[config.mk]
export PLATFORM = sky130hd
export DESIGN_NAME = gates_bist
export DESIGN_NICKNAME = d
export VERILOG_FILES = /design/src/rtl/gates_pkg.sv /design/src/rtl/settle_timer.sv /design/src/rtl/gates_bist.sv
export SDC_FILE = /design/constraint.sdc
export NUM_CORES = 1
export LEC_CHECK = 0
export CORE_AREA = 2 2 52 54
export DETAILED_ROUTE_END_ITERATION = 7
export DIE_AREA = 0 0 54 56
export MAX_ROUTING_LAYER = met4
export PLACE_DENSITY = 0.73
export SETUP_SLACK_MARGIN = 0.1
export SLEW_MARGIN = 20
export SYNTH_ARGS = -nofsm -noshare
export SYNTH_HDL_FRONTEND = slang
export SYNTH_SLANG_ARGS = --single-unit
[constraint.sdc]
create_clock -name clk -period 2.2 [get_ports clk]
set_input_delay 0.33 -clock clk [delete_from_list [all_inputs] [get_ports clk]]
set_output_delay 0.33 -clock clk [all_outputs]
set_load 0.01 [all_outputs]
[src/rtl/gates_pkg.sv]
// Shared types and constants for the gates block and its BIST sequencer.
package gates_pkg;

  typedef enum logic [1:0] {
    IDLE,
    SETTLE,
    CHECK,
    DONE
  } bist_state_t;

  localparam int NAND = 3;
  localparam int XOR  = 2;
  localparam int OR   = 1;
  localparam int AND  = 0;

  // Expected {nand,xor,or,and}, indexed by {a,b}
  localparam logic [3:0] GOLDEN_Y [4] = '{
    4'b1000,
    4'b1110,
    4'b1110,
    4'b0011
  };

endpackage

[src/rtl/settle_timer.sv]
// Loadable down-counter that parks at zero; sets the per-vector settle time.
module settle_timer #(
  parameter int W = 1
) (
  input  logic         clk,
  input  logic         reset,
  input  logic         load,
  input  logic [W-1:0] value,
  output logic         zero
);

  logic [W-1:0] count;

  assign zero = (count == '0);

  always_ff @(posedge clk or posedge reset) begin
    if (reset) begin
      count <= '0;
    end else if (load) begin
      count <= value;
    end else if (!zero) begin
      count <= count - W'(1);
    end
  end

endmodule

[src/rtl/gates_bist.sv]
// BIST sequencer: walks {a,b} through all four vectors and checks y
// against the golden table, keeping first-failure diagnostics.
module gates_bist
  import gates_pkg::*;
#(
  parameter int SETTLE_CYCLES = 2
) (
  input  logic       clk,
  input  logic       reset,
  input  logic       start,
  output logic       a,
  output logic       b,
  input  logic [3:0] y,
  output logic       busy,
  output logic       done,
  output logic       pass,
  output logic [2:0] err_count,
  output logic [1:0] fail_vec,
  output logic [3:0] fail_y
);

  localparam int TW =
    (SETTLE_CYCLES > 1) ? $clog2(SETTLE_CYCLES) : 1;

  if (SETTLE_CYCLES < 1) begin : g_bad_settle
    $error("SETTLE_CYCLES must be at least 1");
  end

  bist_state_t state;
  logic [1:0]  v;
  logic        load;
  logic        tzero;
  logic        miss;
  logic [2:0]  err_next;

  // Reload on every entry to SETTLE
  assign load = (state == IDLE && start) ||
                (state == CHECK && v != 2'd3);

  // Case-equality so X/Z on y is a miss
  assign miss     = (y !== GOLDEN_Y[v]);
  assign err_next = err_count + {2'b00, miss};

  settle_timer #(
    .W(TW)
  ) u_timer (
    .clk  (clk),
    .reset(reset),
    .load (load),
    .value(TW'(SETTLE_CYCLES - 1)),
    .zero (tzero)
  );

  always_ff @(posedge clk or posedge reset) begin
    if (reset) begin
      state     <= IDLE;
      v         <= 2'd0;
      a         <= 1'b0;
      b         <= 1'b0;
      busy      <= 1'b0;
      done      <= 1'b0;
      pass      <= 1'b0;
      err_count <= 3'd0;
      fail_vec  <= 2'd0;
      fail_y    <= 4'd0;
    end else begin
      done <= 1'b0;
      unique case (state)
        IDLE: begin
          if (start) begin
            v         <= 2'd0;
            a         <= 1'b0;
            b         <= 1'b0;
            busy      <= 1'b1;
            pass      <= 1'b0;
            err_count <= 3'd0;
            fail_vec  <= 2'd0;
            fail_y    <= 4'd0;
            state     <= SETTLE;
          end
        end
        SETTLE: begin
          if (tzero) state <= CHECK;
        end
        CHECK: begin
          err_count <= err_next;
          if (miss && err_count == 3'd0) begin
            fail_vec <= v;
            fail_y   <= y;
          end
          if (v == 2'd3) begin
            done  <= 1'b1;
            pass  <= (err_next == 3'd0);
            state <= DONE;
          end else begin
            v      <= v + 2'd1;
            {a, b} <= v + 2'd1;
            state  <= SETTLE;
          end
        end
        DONE: begin
          busy  <= 1'b0;
          a     <= 1'b0;
          b     <= 1'b0;
          state <= IDLE;
        end
      endcase
    end
  end

endmodule
==> run summary <==
CTS H-tree depth -> 1
Layout Area Growth over Synthesis -> 31.86%
Xor/xnor share of the synthesized area -> 5.043%
I/O pin count -> 21
Initial antenna violation count -> 0
Post_cts resized -> 0
CTS sink cnt -> 19
DIE HEIGHT -> 56 µm
GR Overflow Total -> 0
Cell-internal power -> 0.9237 mW
Met1 usage -> 18.20%
RSZ-0062 raised after global routing -> false
Most frequent cells in the layout -> clkdlybuf4s50_1 (20), dfrtp_1 (19), nand2_1 (13), inv_1 (7), mux2i_1 (7)
Vias in the first global route -> 768
DR vias -> 781
Power Density -> 1113 mW/mm²
DRT Pass-1 Iters -> 4
Ys async rst share -> 100.0%
Synth Area in Adders -> 6.150%
Ys flop type -> dfrtp_1
Status -> completed
Gate power share -> 50.7%
CTS root buf -> clkbuf_4
Sw Pwr -> 0.5696 mW
Largest family of logic cells by synthesized area -> simple AND/OR/NAND/NOR gates
Flops & latches, synth -> 19
F_max -> 507.5 MHz
Post-Route Setup TNS -> 0 ps
GR Util met2 -> 25.26%
Delay-heaviest family, CP -> adder cells
WL per Instance -> 13.63 µm
Critical Path, Cell by Cell -> buf_4, ha_1, xor2_1, nand4_2, ha_2, ha_4, xor2_1, nor4_2, mux2_4
Clock slew at reported path FFs -> 110 ps
Critical path's largest stage delay -> 390 ps
Worst slew pin tran -> 717.8 ps
NumNets Final -> 132
Remaining DRCs -> 0
Mux cell area share after synthesis -> 10.21%
# Post-CTS Setup Buffers -> 0
Initial core utilization -> 41.82%
DP Area -> 0.001266 mm²
Maxcap violations -> 0
Hold_buf cts -> 0
Critical path buffer and inverter count -> 1
Clock skew -> 8.617 ps
Req. time, crit path -> 2400 ps
Post-layout min period -> 1971 ps
Most common cell after layout, fill and taps aside -> clkdlybuf4s50_1
Startpoint Class -> flop
Final hold vios -> 0
Largest net degree at the start of global routing -> 20
Port bufs -> 20
Setup Viol. Count Final -> 0
Power share of the sequential group -> 37.5%
Crit path kind -> reg -> reg
Clk pwr share -> 11.8%
Hpwl dp -> 1523 µm
Peak VDD IR -> 0.7516 mV
Post-synth cell types -> 24
CP Max Fanout -> 5
Syn Std Cell Area -> 0.001017 mm²
Number of diodes -> 0
Antenna-violating nets left -> 0
CP most frequent cell -> xor2_1
Mean Syn Cell Area -> 10.82 µm²
Syn nets -> 106
Post-Syn Instances -> 94
Share of cells above drive strength 1 -> 19.33%
Max-slew violations -> 0
CP max-delay cell -> dfrtp_1
Sw frac -> 38.14%
Cell area after layout -> 0.001341 mm²
GPL Wtd Cong -> 0.7745
TritonCTS Buffers -> 3
Core Box Area -> 0.002432 mm²
Final Cycle Share -> 89.57%
Crit path DAT -> 2170 ps
Post-synthesis simple-gate area fraction -> 15.50%
Hold crit path type -> in -> async
CTS max path bufs -> 2
Routed wire length -> 2031 µm
First-pass GRT wire length -> 3401 µm
Leakage power -> 0.6177 nW
Row Count -> 18
Die width -> 54 µm
Yosys warnings -> 0
Slew margin rel. -> 52.09%
GRT busiest layer -> met2
CTS tree -> yes
Fillers -> 228
Drt initial violations -> 5
Number of synthesized flops with an enable pin -> 0
Via/cell ratio -> 5.242
Setup crit end kind -> flop
Met3 usage -> 5.108%
Seq/Total Area, Yosys -> 46.74%
Die footprint -> 0.003024 mm²
Post-synthesis compound-gate area fraction -> 11.19%
Clk Latency, worst-skew pair -> 300 ps
Total GRT Usage -> 15.44%
## logic make-up after synthesis
kind of cell	Yosys count
xor gates and xnor gates	5
and+or+nand+nor	29
buffers and inverters	11
AOI/OAI and AO/OA	15
muxes	10
adders and majority gates	5
DFF	19
## worst register-to-register path: stages, from the launching register on
cell and delay (ps):
dfrtp_1 390, buf_4 160, ha_1 200, xor2_1 170, nand4_2 120, ha_2 210, ha_4 160, xor2_1 160
nor4_2 50, mux2_4 250
## metrics by stage
step | setup slack (ps) | utilization (%) | hold slack [ps] | power, mW | cells
after floorplan | 139.1 | - | 281.1 | 1.005 | 94
after global placement | 80.37 | 52.06 | 453.5 | 1.230 | 145
after detailed placement | 29.87 | 52.06 | 454.8 | 1.258 | 145
after CTS | 115.9 | 53.19 | 461.9 | 1.439 | 149
after global routing | 86.61 | 55.14 | 490.2 | 1.614 | 149
final | 229.4 | 55.14 | 439.9 | 1.493 | 149
## layout make-up
class | instances | area, µm² | area share, %
Multi-Input combinational cell | 64 | 536.8 | 40.02
Sequential cell | 19 | 475.5 | 35.45
Timing Repair Buffer | 25 | 237.7 | 17.72
Tap cell | 30 | 37.54 | 2.798
Inverter | 7 | 26.28 | 1.959
Clock buffer | 3 | 22.52 | 1.679
Clock inverter | 1 | 5.005 | 0.3731
## power by group through the flow
stage	clock (mW)	combinational, mW	sequential, mW
final	0.176	0.757	0.560
after global routing	0.201	0.834	0.578
after CTS	0.187	0.694	0.558
after detailed placement	0	0.691	0.566
after global placement	0	0.669	0.562
after floorplan	0	0.450	0.555
## synthesized netlist by cell type, types with 2 or more instances
| master | n | area [µm²] |
|---|---|---|
| buf_2 | 3 | 15.01 |
| xor2_1 | 3 | 26.28 |
| mux2_2 | 3 | 33.78 |
| nor2_1 | 5 | 18.77 |
| nand2b_1 | 5 | 31.28 |
| mux2i_1 | 7 | 70.07 |
| nand2_1 | 13 | 48.80 |
| ha_1 | 5 | 62.56 |
| o32ai_1 | 2 | 17.52 |
| inv_1 | 7 | 26.28 |
| a21oi_1 | 3 | 15.01 |
| a22o_1 | 6 | 52.55 |
| dfrtp_1 | 19 | 475.5 |
| o22ai_1 | 2 | 12.51 |
| nor2b_1 | 2 | 12.51 |
## metal layers
layer / vias up / part of all wire (%)
met5: - / 0
met4: 0 / 0.64
met3: 2 / 6.1
met2: 21 / 50
met1: 384 / 43
li1: 374 / -
## worst paths after layout
| check | start | to | slack, ps | cells after the start |
|---|---|---|---|---|
| max in group asynchronous | reset | v[1] | 1300 | 2 |
| worst min-delay path | reset | err_count[1] | 440 | 2 |
| worst max-delay path | v[0] | pass | 230 | 9 |
| min in group clk | u_timer.count | state[1] | 470 | 1 |
| worst max register to register | v[0] | pass | 230 | 9 |
| worst min register to register | u_timer.count | state[1] | 470 | 1 |
## registers in the layout, indices dropped and copies added (netlist names), 2 cells and up
name	count
state	2
err_count	3
fail_vec	2
fail_y	4
v	2
Power figures use the tool's default switching activity.
